<file path="src/rtl/npc_pkg.sv">
// npc_pkg: shared constants, fixed-point widths and vertical state encoding for the NPC mover.
package npc_pkg;
    localparam int FRAC_W = 8;
    localparam int POS_W  = 12;
    localparam int FP_W   = POS_W + FRAC_W;
    localparam int VBUF_W = 320;
    localparam int VBUF_H = 240;
    localparam int NPC_W  = 41;
    localparam int NPC_H  = 42;
    typedef enum logic [1:0] {GROUND = 2'd0, RISE = 2'd1, FALL = 2'd2, LAND = 2'd3} npc_state_t;
endpackage

</file>
<file path="src/rtl/npc_motion_ctrl_if.sv">
// npc_motion_ctrl_if: ball-in / sprite-out bundle between ball physics, NPC mover and renderer.
interface npc_motion_if;
    logic        enable;
    logic [11:0] ball_pos_x;
    logic [11:0] ball_pos_y;
    logic [7:0]  ball_vel_x;
    logic [11:0] npc_pos_x;
    logic [11:0] npc_pos_y;
    logic [1:0]  npc_state;
    logic        tick;
    modport master (output enable, ball_pos_x, ball_pos_y, ball_vel_x,
                    input  npc_pos_x, npc_pos_y, npc_state, tick);
    modport slave  (input  enable, ball_pos_x, ball_pos_y, ball_vel_x,
                    output npc_pos_x, npc_pos_y, npc_state, tick);
endinterface

</file>
<file path="src/rtl/npc_tick_gen.sv">
// npc_tick_gen: frame-rate divider; tick_o pulses for one cycle every TICK_DIV enabled cycles.
module npc_tick_gen #(
    parameter int TICK_DIV = 416667
) (
    input  logic clk,
    input  logic reset_n,
    input  logic enable_i,
    output logic tick_o
);
    localparam int CW = TICK_DIV > 1 ? $clog2(TICK_DIV) : 1;
    logic [CW-1:0] cnt_q, cnt_d;
    assign tick_o = enable_i && cnt_q == CW'(TICK_DIV - 1);
    assign cnt_d  = !enable_i ? cnt_q : tick_o ? '0 : cnt_q + 1'b1;
    always_ff @(posedge clk or negedge reset_n)
        if (!reset_n) cnt_q <= '0;
        else          cnt_q <= cnt_d;
endmodule

</file>
<file path="src/rtl/npc_motion_ctrl.sv">
// npc_motion_ctrl: tick-paced NPC chase and gravity jump with fixed-point vertical motion.
// Define NPC_PREDICT_EN to chase a velocity-extrapolated ball target instead of ball_pos_x.
module npc_motion_ctrl #(
    parameter int FRAC_W      = npc_pkg::FRAC_W,
    parameter int VBUF_W      = npc_pkg::VBUF_W,
    parameter int NPC_W       = npc_pkg::NPC_W,
    parameter int NPC_H       = npc_pkg::NPC_H,
    parameter int X_MIN       = 160,
    parameter int X_MAX       = 320,
    parameter int GROUND_Y    = 177,
    parameter int TICK_DIV    = 416667,
    parameter int RUN_STEP    = 2,
    parameter int DEAD_ZONE   = 4,
    parameter int JUMP_V      = 1536,
    parameter int GRAVITY     = 64,
    parameter int VMAX        = 2048,
    parameter int JUMP_TRIG_Y = 120,
    parameter int JUMP_WIN    = 40,
    parameter int COOLDOWN    = 8,
    parameter int PRED_SHIFT  = 3
) (
    input logic         clk,
    input logic         reset_n,
    npc_motion_if.slave bus
);
    import npc_pkg::*;
    localparam int FPW = 12 + FRAC_W;
    localparam int XR  = X_MAX - NPC_W;
    localparam logic [FPW-1:0] Y_GND = FPW'(GROUND_Y << FRAC_W);
    logic                  tick;
    logic [11:0]           x_q, x_d, x_mv;
    logic [FPW-1:0]        y_q, y_d, y_dn;
    logic signed [FPW-1:0] vy_q, vy_d, vy_dec, vy_add;
    npc_state_t            st_q, st_d;
    logic [7:0]            cd_q, cd_d;
    logic [12:0]           tgt, ctr, xr;
    logic                  jump, landed, rise_end;
    npc_tick_gen #(.TICK_DIV(TICK_DIV)) u_tick (
        .clk      (clk),
        .reset_n  (reset_n),
        .enable_i (bus.enable),
        .tick_o   (tick)
    );
`ifdef NPC_PREDICT_EN
    logic signed [13:0] vel_ext, pred;
    assign vel_ext = 14'(signed'(bus.ball_vel_x));
    assign pred    = $signed({2'b00, bus.ball_pos_x}) + (vel_ext <<< PRED_SHIFT);
    assign tgt     = pred[13] ? '0 : pred > $signed(14'(VBUF_W - 1)) ? 13'(VBUF_W - 1) : 13'(pred);
`else
    assign tgt = {1'b0, bus.ball_pos_x};
`endif
    // All horizontal compares are 13-bit unsigned with offsets on the other side, so nothing wraps below 0.
    assign ctr  = {1'b0, x_q} + 13'(NPC_W / 2);
    assign xr   = {1'b0, x_q} + 13'(RUN_STEP);
    assign x_mv = tgt > ctr + 13'(DEAD_ZONE) ? (xr > 13'(XR) ? 12'(XR) : xr[11:0])
                : tgt + 13'(DEAD_ZONE) < ctr ? ({1'b0, x_q} >= 13'(X_MIN + RUN_STEP) ? x_q - 12'(RUN_STEP) : 12'(X_MIN))
                : x_q;
    assign jump     = bus.ball_pos_y <= 12'(JUMP_TRIG_Y) && tgt + 13'(JUMP_WIN) >= ctr && tgt <= ctr + 13'(JUMP_WIN);
    assign vy_dec   = vy_q - FPW'(GRAVITY);
    assign vy_add   = vy_q + FPW'(GRAVITY);
    assign rise_end = vy_dec[FPW-1] || vy_dec == '0;
    assign y_dn     = y_q + $unsigned(vy_q);
    assign landed   = y_dn[FPW-1:FRAC_W] >= 12'(GROUND_Y);
    always_comb begin
        x_d  = tick ? x_mv : x_q;
        y_d  = y_q;
        vy_d = vy_q;
        st_d = st_q;
        cd_d = cd_q;
        if (tick)
            case (st_q)
                GROUND: if (jump) begin
                    vy_d = FPW'(JUMP_V);
                    st_d = RISE;
                end
                RISE: if (y_q < $unsigned(vy_q)) begin
                    y_d  = '0;
                    vy_d = '0;
                    st_d = FALL;
                end else begin
                    y_d  = y_q - $unsigned(vy_q);
                    vy_d = rise_end ? '0 : vy_dec;
                    st_d = rise_end ? FALL : RISE;
                end
                FALL: if (landed) begin
                    y_d  = Y_GND;
                    vy_d = '0;
                    cd_d = 8'(COOLDOWN);
                    st_d = LAND;
                end else begin
                    y_d  = y_dn;
                    vy_d = vy_add > $signed(FPW'(VMAX)) ? FPW'(VMAX) : vy_add;
                end
                LAND: begin
                    cd_d = cd_q == '0 ? '0 : cd_q - 1'b1;
                    st_d = cd_q <= 8'd1 ? GROUND : LAND;
                end
                default: ;
            endcase
    end
    always_ff @(posedge clk or negedge reset_n)
        if (!reset_n) begin
            x_q  <= 12'(XR - 1);
            y_q  <= Y_GND;
            vy_q <= '0;
            st_q <= GROUND;
            cd_q <= '0;
        end else begin
            x_q  <= x_d;
            y_q  <= y_d;
            vy_q <= vy_d;
            st_q <= st_d;
            cd_q <= cd_d;
        end
    assign bus.npc_pos_x = x_q;
    assign bus.npc_pos_y = y_q[FPW-1:FRAC_W];
    assign bus.npc_state = st_q;
    assign bus.tick      = tick;
endmodule

</file>
<file path="src/flat_wrapper.sv">
// flat-port wrapper written by rule: the top's interface ports become plain ports
module npc_motion_ctrl_flat import npc_pkg::*;
#(
    parameter int FRAC_W      = npc_pkg::FRAC_W,
    parameter int VBUF_W      = npc_pkg::VBUF_W,
    parameter int NPC_W       = npc_pkg::NPC_W,
    parameter int NPC_H       = npc_pkg::NPC_H,
    parameter int X_MIN       = 160,
    parameter int X_MAX       = 320,
    parameter int GROUND_Y    = 177,
    parameter int TICK_DIV    = 416667,
    parameter int RUN_STEP    = 2,
    parameter int DEAD_ZONE   = 4,
    parameter int JUMP_V      = 1536,
    parameter int GRAVITY     = 64,
    parameter int VMAX        = 2048,
    parameter int JUMP_TRIG_Y = 120,
    parameter int JUMP_WIN    = 40,
    parameter int COOLDOWN    = 8,
    parameter int PRED_SHIFT  = 3
)
  (clk, reset_n, bus_enable, bus_ball_pos_x, bus_ball_pos_y, bus_ball_vel_x, bus_npc_pos_x, bus_npc_pos_y, bus_npc_state, bus_tick);
  npc_motion_if bus_i ();
  input logic clk;
  input logic reset_n;
  input wire logic [$bits(bus_i.enable)-1:0] bus_enable;
  input wire logic [$bits(bus_i.ball_pos_x)-1:0] bus_ball_pos_x;
  input wire logic [$bits(bus_i.ball_pos_y)-1:0] bus_ball_pos_y;
  input wire logic [$bits(bus_i.ball_vel_x)-1:0] bus_ball_vel_x;
  output wire logic [$bits(bus_i.npc_pos_x)-1:0] bus_npc_pos_x;
  output wire logic [$bits(bus_i.npc_pos_y)-1:0] bus_npc_pos_y;
  output wire logic [$bits(bus_i.npc_state)-1:0] bus_npc_state;
  output wire logic [$bits(bus_i.tick)-1:0] bus_tick;
  assign bus_i.enable = bus_enable;
  assign bus_i.ball_pos_x = bus_ball_pos_x;
  assign bus_i.ball_pos_y = bus_ball_pos_y;
  assign bus_i.ball_vel_x = bus_ball_vel_x;
  assign bus_npc_pos_x = bus_i.npc_pos_x;
  assign bus_npc_pos_y = bus_i.npc_pos_y;
  assign bus_npc_state = bus_i.npc_state;
  assign bus_tick = bus_i.tick;
  npc_motion_ctrl #(.FRAC_W(FRAC_W), .VBUF_W(VBUF_W), .NPC_W(NPC_W), .NPC_H(NPC_H), .X_MIN(X_MIN), .X_MAX(X_MAX), .GROUND_Y(GROUND_Y), .TICK_DIV(TICK_DIV), .RUN_STEP(RUN_STEP), .DEAD_ZONE(DEAD_ZONE), .JUMP_V(JUMP_V), .GRAVITY(GRAVITY), .VMAX(VMAX), .JUMP_TRIG_Y(JUMP_TRIG_Y), .JUMP_WIN(JUMP_WIN), .COOLDOWN(COOLDOWN), .PRED_SHIFT(PRED_SHIFT)) u_core (.clk(clk), .reset_n(reset_n), .bus(bus_i));
endmodule
</file>
<file path="config.mk">
export PLATFORM = sky130hd
export DESIGN_NAME = npc_motion_ctrl_flat
export DESIGN_NICKNAME = d
export VERILOG_FILES = /design/src/rtl/npc_pkg.sv /design/src/rtl/npc_motion_ctrl_if.sv /design/src/rtl/npc_tick_gen.sv /design/src/rtl/npc_motion_ctrl.sv /design/src/flat_wrapper.sv
export SDC_FILE = /design/constraint.sdc
export NUM_CORES = 1
export LEC_CHECK = 0
export ABC_AREA = 1
export BUFFER_PORTS_ARGS = -buffer_cell sky130_fd_sc_hd__buf_2
export CAP_MARGIN = 5
export CORE_MARGIN = 1.5
export CORE_UTILIZATION = 40
export DETAILED_ROUTE_END_ITERATION = 12
export HOLD_SLACK_MARGIN = 0.02
export PLACE_DENSITY = 0.69
export SETUP_SLACK_MARGIN = 0.5
export SLEW_MARGIN = 20
export SYNTH_ARGS = -nofsm -noshare
export SYNTH_HDL_FRONTEND = slang
export SYNTH_SLANG_ARGS = --single-unit
export TNS_END_PERCENT = 100
</file>
<file path="constraint.sdc">
create_clock -name clk -period 6.2 [get_ports clk]
set_input_delay 0.93 -clock clk [delete_from_list [all_inputs] [get_ports clk]]
set_output_delay 0.93 -clock clk [all_outputs]
set_load 0.01 [all_outputs]
</file>
======== Word level (Yosys, flattened, before mapping) ========
Index checks and enable logic that the tools add are counted.
cells by class
  add/sub/neg operators ................... 13
  magnitude comparators ................... 11
  muxes and demuxes ....................... 23
  reductions and logical operators ........ 16
  equal/unequal tests ..................... 6
operators by type and width
  kind                                                   count
  2-to-1 mux 20 bit                                      7
  one-hot mux 20 bit (3 select lines)                    1
  2-to-1 mux 12 bit                                      4
  one-hot mux 20 bit (2 select lines)                    1
  >= comparator 12 x 8 -> 1 bit (second input constant)  2
  adder 20 bit                                           1
  adder 20 x 8 -> 20 bit (second input constant)         1
  > comparator 20 x 13 -> 1 bit (second input constant)  1
  zero test 20 bit                                       1
  < comparator 20 bit                                    1
  subtractor 20 bit                                      1
  subtractor 20 x 8 -> 20 bit (second input constant)    1
  adder 19 x 1 -> 19 bit (second input constant)         1
  equality test 19 bit (second input constant)           1
  2-to-1 mux 19 bit                                      1
  2-to-1 mux 8 bit                                       2
  one-hot mux 8 bit (2 select lines)                     1
  adder 12 x 2 -> 13 bit (second input constant)         1
  adder 12 x 3 -> 13 bit (second input constant)         1
  adder 12 x 5 -> 13 bit (second input constant)         1
  adder 12 x 6 -> 13 bit (second input constant)         1
  adder 13 x 3 -> 13 bit (second input constant)         1
  adder 13 x 6 -> 13 bit (second input constant)         1
  >= comparator 13 bit                                   1
  21 further kinds                                       34
word-level totals
  input bits .............................. 35
  register bits ........................... 81
  output and inout bits ................... 27
  word-level logic and storage cells ...... 75

======== Logic depth before layout (Yosys ltp) ========
Gate-level depths: netlist of the first run.
  depth after elaboration ................. 6
  gate-level depth with buffers ........... 26
  mapped depth without buffers ............ 25

======== Cells and area by module ========
A second synthesis of the first run with hierarchy kept.
unflattened totals
  cells, all modules ...................... 1434
  area, all modules ....................... 9097.5 µm²
modules (own cells, without submodules)
  module           area each (µm²)  times used  sequential area each (µm²)  cells an instance
  npc_motion_ctrl  7856.3           1           1386.3                      1251
  npc_tick_gen     1241.2           1           475.5                       183

======== Worst setup path before layout of the first run ========
No wires, ideal clock.
  path kind ............................... flip-flop to flip-flop
  from .................................... register u_core.x_q[2], in the netlist u_core.bus.npc_pos_x[2]
  to ...................................... register u_core.x_q[3], in the netlist u_core.bus.npc_pos_x[3]
  slack ................................... 2.919 ns
  data arrival time ....................... 3.165 ns
  required time ........................... 6.084 ns
  stages on the path, launching flop included .. 22
  cell sequence ........................... dfstp_2 > ha_1 > nor2_2 > or2_1 > buf_2 > ha_1 > nand3_1 > nor2_1 > nand2_1 > xor2_1 > inv_1 > ha_1 > and3_1 > nand2_1 > nand2_1 > nand2_1 > nor2_8 > o21ai_4 > inv_2 > buf_6 > nand2_1 > nand2_1
on the way
  longest elaborated chain between the ends .. 5
ends and longest elaborated chain
  what                           RTL line                source
  start: declaration             npc_motion_ctrl.sv:31   logic [11:0] x_q, x_d, x_mv;
  start signal: assignment       npc_motion_ctrl.sv:103  x_q <= 12'(XR - 1);
  adder 12 x 5 -> 13 bit         npc_motion_ctrl.sv:53   assign ctr = {1'b0, x_q} + 13'(NPC_W / 2);
  adder 13 x 3 -> 13 bit         npc_motion_ctrl.sv:55   assign x_mv = tgt > ctr + 13'(DEAD_ZONE) ? (xr > 13'(XR) ? 12'(XR) : xr[11:0])
  > comparator 12 x 13 -> 1 bit  npc_motion_ctrl.sv:55
  nonzero test 2 bit (no line)   n/a
  AND reduction 2 bit (no line)  n/a
Several ways; a longest one is shown, not always the timed one. The select of a mux whose other input is x is not followed.
A chain may end at the register's enable or synchronous reset.

======== Worst setup path in the final report of the first run ========
  from .................................... register u_core.x_q[2], in the netlist u_core.bus.npc_pos_x[2]
  to ...................................... register u_core.x_q[9], in the netlist u_core.bus.npc_pos_x[9]
Same word-level chain as after synthesis.

==> out/metrics.csv, run 1 <==
metric,value,unit
Final WS setup,2.36,ns
RSZ-0062 raised after global routing,false,
Pwr Density,125,nW/um^2
GP Congestion,0.914,
crit start category,flip-flop,
post-CTS setup buffer count,0,
Synth top cells by count,"nand2_1 (339), inv_1 (162), nor2_1 (140)",
Worst Path Buf+Inv,3,
worst slew pin tran,0.842,ns
core area,22000,um^2
Clock Root Buffer,clkbuf_16,
Register Area,1860,um^2
peak supply drop,0.141,mV
Worst EP arrival,4.12,ns
fin. max-slew vios,0,
Gate Count Post-Synth,1371,
# setup viols final,0,
GRT Overall Usage,21.0,%
flop-to-flop setup slack,2.36,ns
setup skew after layout,0.0125,ns
"top cells by area, synth","dfrtp_1 (18%), nand2_1 (14%), ha_1 (13%)",
Clock transition at path regs,0.06,ns
final antenna diode count,0,
Syn Area/Cell,6.57,um^2
CTS H-tree depth,3,
Crit. path cell count,18,
Achievable Freq,0.260,GHz
Slew headroom,43.7,%
vias in the first global route,8198,
synthesis-to-finish area growth,7.74,%
most common cell in the netlist,nand2_1,
CTS buffer count,9,
Post-synth ARST share,100,%
via count,8822,
Worst setup EP type,flip-flop,
global-route wire length before repair,40100,um
Layout fillers,2258,
CTS tree,done,
FF-to-FF path depth,18,
Max-Cap Viols,0,
Synth Cell Area,9000,um^2
number of port buffers,53,
Via-to-Cell Ratio,5.23,
die height,153,um
Core Rows,54,
Final ANT Viol Nets,0,
Initial Util,41.0,%
Crit path top cell by count,nand2_1,
initial antenna violation count,0,
Leakage Power,5.07,nW
worst path required time,6.48,ns
status,"complete, no violations",
Finished Core Util,44.2,%
slowest CP cell,dfstp_2,
final wirelength,24000,um
fin crit share,62.0,%
cts repair resizes,0,
die area,23400,um^2
Top delay family on crit path,simple AND/OR/NAND/NOR gates,
clock latency on the worst-skew pair,0.36,ns
Clock Sinks,74,
synth warn,0,
CP max stage delay,0.65,ns
worst min-delay path class,in -> async,
DRT iter0 DRCs,545,
layout cell share with drive strength beyond 1,10.5,%
r2r startpoint,u_core.bus.npc_pos_x[2],
Fin. Hold Viols,0,
sequential-to-total area share from yosys stat,20.7,%
Worst Hold Slack,0.466,ns
post-DP HPWL,19000,um
CP Max Fanout,15,
Multi-input gate area,6230,um^2
#FFs+latches synth,74,
drt drc,0,
drt wl/cell,14.2,um
critical path cell sequence,inv_1 -> ha_1 -> ha_1 -> nand3_1 -> nor2_1 -> nand2_1 -> xor2_1 -> inv_1 -> ha_1 -> and3_1 -> nand2_1 -> nand2_1 -> nand2_1 -> nor2_8 -> o21ai_4 -> inv_2 -> nand3_1 -> o21ai_2,
Post-synth EDFFs,0,
setup_tns,0,ns
FF-to-FF End,u_core.bus.npc_pos_x[9],
CTS Buffer Depth,2,
Synth top area share,18.3,%
Final nets,1531,
CP Class,reg -> reg,
hold buffers post-CTS,0,
min cycle time layout,3.84,ns
IO Pins,62,
Synth cell types,56,
dpl ws,2.37,ns
Pre-Repair DR Iteration Count,7,
largest net degree at the start of global routing,54,
width of the chip,153,um
ys flop type,dfrtp_1,
total gr overflow,0,
cell taking the most area after synthesis,dfrtp_1,
layout by cell type, fill, tap and decap left out, types with 3 or more instances in the layout:
cell type    n
dfstp_2      8
a21oi_1     75
nand4_1     35
o21ai_0     65
and3_1       4
o22a_1       3
clkbuf_16    9
o21bai_1    11
nand2_1    339
nor3_1      30
a21oi_2      4
nand2_2      4
nand3_1     95
nor4_1      10
inv_2       15
inv_6        3
nand2_4      6
nor2_2      11
conb_1       3
clkinv_1     4
nor2_4       6
dfrtp_1     66
xnor2_1      5
buf_2       52
o211ai_1     5
ha_1        95
o21ai_2      8
nor2_1     140
and2_1       3
o21ai_1     17
nand3b_1     4
xor2_1      66
nand3_2      5
a31oi_1      5
inv_1      162
state kept, by name, summed over array words and instances (netlist names):
name	count
u_core.u_tick.cnt_q	19
u_core.y_q	19
u_core.vy_q	14
u_core.bus.npc_pos_x	12
u_core.cd_q	8
u_core.bus.npc_state	2
stage by stage:
step / cell area (um^2) / total power [mW] / std cells
2_1_floorplan: 9010 / 0.621 / 1372
3_3_place_gp: 9400 / 0.668 / 1670
3_5_place_dp: 9400 / 0.673 / 1670
4_1_cts: 9700 / 1.22 / 1686
5_1_grt: 9700 / 1.28 / 1686
6_report: 9700 / 1.21 / 1686
routing by layer:
layer	track usage [%]	vias up	share of wire, %
li1	-	4535	-
met1	28.5	4015	47
met2	33.7	228	45
met3	3.88	44	5.5
met4	6.26	0	2.3
met5	0	-	0
how the worst max path moves through the flow:
stage	start	endpoint	slack, ns
2_1_floorplan	u_core.bus.npc_pos_x[2]	u_core.bus.npc_pos_x[3]	2.92
3_5_place_dp	bus_ball_pos_x[3]	u_core.bus.npc_pos_x[9]	2.37
6_report	u_core.bus.npc_pos_x[2]	u_core.bus.npc_pos_x[9]	2.36
3_3_place_gp	bus_ball_pos_x[4]	u_core.bus.npc_pos_x[9]	2.40
4_1_cts	u_core.bus.npc_pos_x[2]	u_core.bus.npc_pos_x[9]	2.35
5_1_grt	u_core.bus.npc_pos_x[2]	u_core.bus.npc_pos_x[0]	1.97
cells by family (layout without fill, tap and decap cells):
kind of cell	count (synthesis)	count (layout)	synth area share, %
xor+xnor	75	75	7.88
simple gates	702	702	35.0
compound gates	206	206	13.0
other cells	2	3	0.0834
flops	74	74	20.7
buf+inv	217	251	10.1
fa+ha+maj	95	95	13.2
area by class of cell:
class                      instances  area share [%]
tap                              280            3.61
multi-input combinational       1081            64.2
clock buffer                       9            2.32
clock inverter                     7           0.787
sequential                        74            19.2
inverter                         181            7.00
timing repair buffer              54            2.84
power breakdown:
group / internal [mW] / total [mW] / switching, mW
clock: 0.315 / 0.548 / 0.233
sequential: 0.502 / 0.520 / 0.0183
combinational: 0.0531 / 0.143 / 0.0903
worst reg2reg max path, delay by kind of cell (launching register included):
kind | cells | cell delay [ns]
buffers and inverters | 3 | 0.51
and+or+nand+nor | 9 | 1.31
xor gates and xnor gates | 1 | 0.14
AOI/OAI and AO/OA | 2 | 0.19
adders and majority gates | 3 | 0.96
DFF | 1 | 0.65
Power figures use the tool's default switching activity.
==> run 2, diff against run 1 <==
--- a/config.mk
+++ b/config.mk
@@ -5,7 +5,7 @@
 export SDC_FILE = /design/constraint.sdc
 export NUM_CORES = 1
 export LEC_CHECK = 0
-export ABC_AREA = 1
+export ABC_AREA = 0
 export BUFFER_PORTS_ARGS = -buffer_cell sky130_fd_sc_hd__buf_2
 export CAP_MARGIN = 5
 export CORE_MARGIN = 1.5
==> constraint.sdc (replaced) <==
create_clock -name clk -period 4 [get_ports clk]
set_input_delay 0.6 -clock clk [delete_from_list [all_inputs] [get_ports clk]]
set_output_delay 0.6 -clock clk [all_outputs]
set_load 0.01 [all_outputs]
==> run 2 against run 1 <==
Compared with the run above:
- combinational power grew 49%
- die area shrank 7.4%
- sequential power grew 56%
- clock power grew 78%
- cell count shrank 17%
- fmax shrank 1.6%
- total power grew 65%
- wire length shrank 2.3%
- register-to-register slack lost 2.3 ns
- global-route usage grew 0.53 points
- critical path type unchanged
- largest cell class unchanged
==> out/metrics.csv, run 2 <==
metric,value,unit,change
Achievable Freq,0.256,GHz,-1.6%
RSZ-0062 raised after global routing,true,,
IO Pins,62,,unchanged
dpl ws,0.00891,ns,-2.36 ns
worst min-delay path class,in -> async,,
Synth top cells by count,"nor2_1 (99), ha_1 (95), nand2_1 (80)",,
FF-to-FF End,u_core.bus.npc_pos_x[3],,
worst path required time,4.29,ns,-2.19 ns
"top cells by area, synth","dfrtp_1 (20%), ha_1 (14%), xnor2_1 (4.5%)",,
fin crit share,97.6,%,+36 points
"commonest non-fill, non-tap cell in the layout",nor2_1,,
Core Rows,52,,-3.7%
Via-to-Cell Ratio,5.79,,+11%
width of the chip,147,um,-3.8%
Synth cell types,90,,+61%
Pwr Density,200,nW/um^2,+60%
sequential-to-total area share from yosys stat,22.4,%,+1.7 points
Final ANT Viol Nets,0,,unchanged
Clock Root Buffer,clkbuf_16,,
Gate Count Post-Synth,1043,,-24%
largest net degree at the start of global routing,75,,+39%
crit start category,flip-flop,,
Final WS setup,0.0950,ns,-2.26 ns
#FFs+latches synth,74,,unchanged
core area,20300,um^2,-7.6%
flop-to-flop setup slack,0.1,ns,-2.26 ns
Clock Sinks,74,,unchanged
r2r startpoint,u_core.bus.npc_pos_x[2],,
post-DP HPWL,17000,um,-11%
final antenna diode count,0,,unchanged
GRT Overall Usage,21.5,%,+0.53 points
fin. max-slew vios,0,,unchanged
CP Class,reg -> reg,,
drt drc,0,,unchanged
CTS buffer count,9,,unchanged
DRT iter0 DRCs,341,,-37%
drt wl/cell,16.8,um,+18%
Synth Cell Area,8330,um^2,-7.5%
Area after DPL,9060,um^2,-3.6%
Leakage Power,4.34,nW,-14%
Max-Cap Viols,0,,unchanged
Post-synth ARST share,100,%,unchanged
Worst EP arrival,4.20,ns,+0.08 ns
Pre-Repair DR Iteration Count,5,,-2
status,"complete, no violations",,
Syn Area/Cell,7.98,um^2,+22%
peak supply drop,0.241,mV,+71%
Layout fillers,1941,,-14%
ys flop type,dfrtp_1,,
Clock transition at path regs,0.07,ns,about the same
die height,147,um,-3.8%
number of port buffers,53,,unchanged
"Design Area, Final",10000,um^2,+3.3%
Synth top area share,19.8,%,+1.5 points
CTS tree,done,,
FF-to-FF path depth,18,,unchanged
Fin. Hold Viols,0,,unchanged
min cycle time layout,3.90,ns,+0.0639 ns
GP Congestion,0.919,,+0.56%
most common cell in the netlist,nor2_1,,
synthesis-to-finish area growth,20.3,%,
Post-synth EDFFs,0,,unchanged
# setup viols final,0,,unchanged
CP Max Fanout,8,,-7
Slew headroom,52.1,%,+8.4 points
final wirelength,23400,um,-2.3%
Largest regs,"u_core.u_tick.cnt_q: 19 flops, u_core.y_q: 19 flops, u_core.vy_q: 14 flops",,
worst slew pin tran,0.718,ns,-0.123 ns
cell taking the most area after synthesis,dfrtp_1,,
Final nets,1253,,-18%
CTS Buffer Depth,2,,unchanged
initial antenna violation count,0,,unchanged
die area,21700,um^2,-7.4%
clock latency on the worst-skew pair,0.35,ns,about the same
vias in the first global route,7772,,-5.2%
layout cell share with drive strength beyond 1,23.1,%,+13 points
"commonest non-fill, non-tap cells in the layout","nor2_1 (94), ha_1 (89), nand2_1 (77), dfrtp_1 (63), buf_4 (58)",,
via count,8094,,-8.3%
Initial Util,41.0,%,about the same
CTS H-tree depth,3,,unchanged
total gr overflow,0,,unchanged
setup skew after layout,0.0159,ns,+0.00341 ns
global-route wire length before repair,38200,um,-4.7%
Worst setup EP type,flip-flop,,
synth warn,0,,unchanged
-- run 2: per-layer routing --
layer	GRT usage [%]	wire, um	vias up
met5	0	0	-
met4	8.80	712	0
met3	3.29	1180	47
met2	35.8	11200	248
met1	27.7	10300	3870
li1	-	-	3929
-- run 2: critical path: stages, from the launching register on --
cell and delay [ns]:
dfstp_2 0.58, buf_4 0.14, a21oi_4 0.07, buf_4 0.16, xnor2_4 0.25, and3_4 0.26, nor4b_4 0.25, xor2_1 0.21
ha_1 0.28, nand3_2 0.11, nor2_4 0.05, and2_4 0.15, a221o_1 0.33, a21oi_4 0.20, buf_12 0.15, a21oi_4 0.06
buf_6 0.17, or3b_1 0.34, nand2_1 0.08
-- run 2: where the power goes --
| group | internal (mW) | total [mW] | switching [mW] |
|---|---|---|---|
| Combinational | 0.0979 | 0.213 | 0.115 |
| Sequential | 0.776 | 0.812 | 0.0356 |
| Clock | 0.628 | 0.975 | 0.347 |
| Total | 1.50 | 2.00 | 0.498 |
-- run 2: per-stage QoR --
| step | instances | power [mW] | hold WS [ns] | util (%) | setup TNS [ns] |
|---|---|---|---|---|---|
| 2_1_floorplan | 1044 | 0.941 | 0.304 | - | 0 |
| 3_3_place_gp | 1359 | 1.01 | 0.469 | 44.6 | 0 |
| 3_5_place_dp | 1359 | 1.02 | 0.472 | 44.6 | 0 |
| 4_1_cts | 1393 | 2.01 | 0.454 | 47.8 | 0 |
| 5_1_grt | 1398 | 2.08 | 0.346 | 49.4 | -0.154 |
| 6_report | 1398 | 2.00 | 0.274 | 49.4 | 0 |
-- run 2: worst max-delay path by stage --
stage | slack (ns) | endpoint | startpoint | cells past startpoint
floorplan | 0.17 | u_core.bus.npc_pos_x[3] | u_core.bus.npc_pos_x[2] | 19
global placement | 0.04 | u_core.bus.npc_pos_x[3] | u_core.bus.npc_pos_x[2] | 18
detailed placement | 0.009 | u_core.bus.npc_pos_x[3] | u_core.bus.npc_pos_x[2] | 19
CTS | 0.16 | u_core.bus.npc_pos_x[3] | u_core.bus.npc_pos_x[2] | 19
global route | -0.06 | u_core.bus.npc_pos_x[3] | u_core.bus.npc_pos_x[2] | 18
finish | 0.1 | u_core.bus.npc_pos_x[3] | u_core.bus.npc_pos_x[2] | 18
-- run 2: final cells by class --
cell class / count / area [um^2] / share of cell area [%]
clock buffers: 10 / 239 / 2.39
clock inverters: 6 / 114 / 1.14
inverters: 50 / 188 / 1.87
multi-input cells: 865 / 6410 / 64.0
flip-flops and latches: 74 / 1870 / 18.6
well taps: 270 / 338 / 3.37
repair buffers: 123 / 865 / 8.63
-- run 2: kinds of logic after synthesis --
kind of cell | Yosys count | synth area share, %
and+or+nand+nor | 415 | 26.1
DFF | 74 | 22.4
other | 2 | 0.0902
muxes | 5 | 0.676
xor gates and xnor gates | 79 | 8.94
AOI/OAI and AO/OA | 267 | 21.6
adders and majority gates | 95 | 14.3
buffers and inverters | 106 | 5.89
-- run 2: timing repair --
item / in CTS / in global routing
buffers inserted: 15 / 5
pin swaps: 18 / 29
cloned: 3 / 0
resized for setup: 40 / 67
setup endpoints to repair: 29 / 49
hold buffers: 0 / 0
hold endpoints to repair: 0 / 0
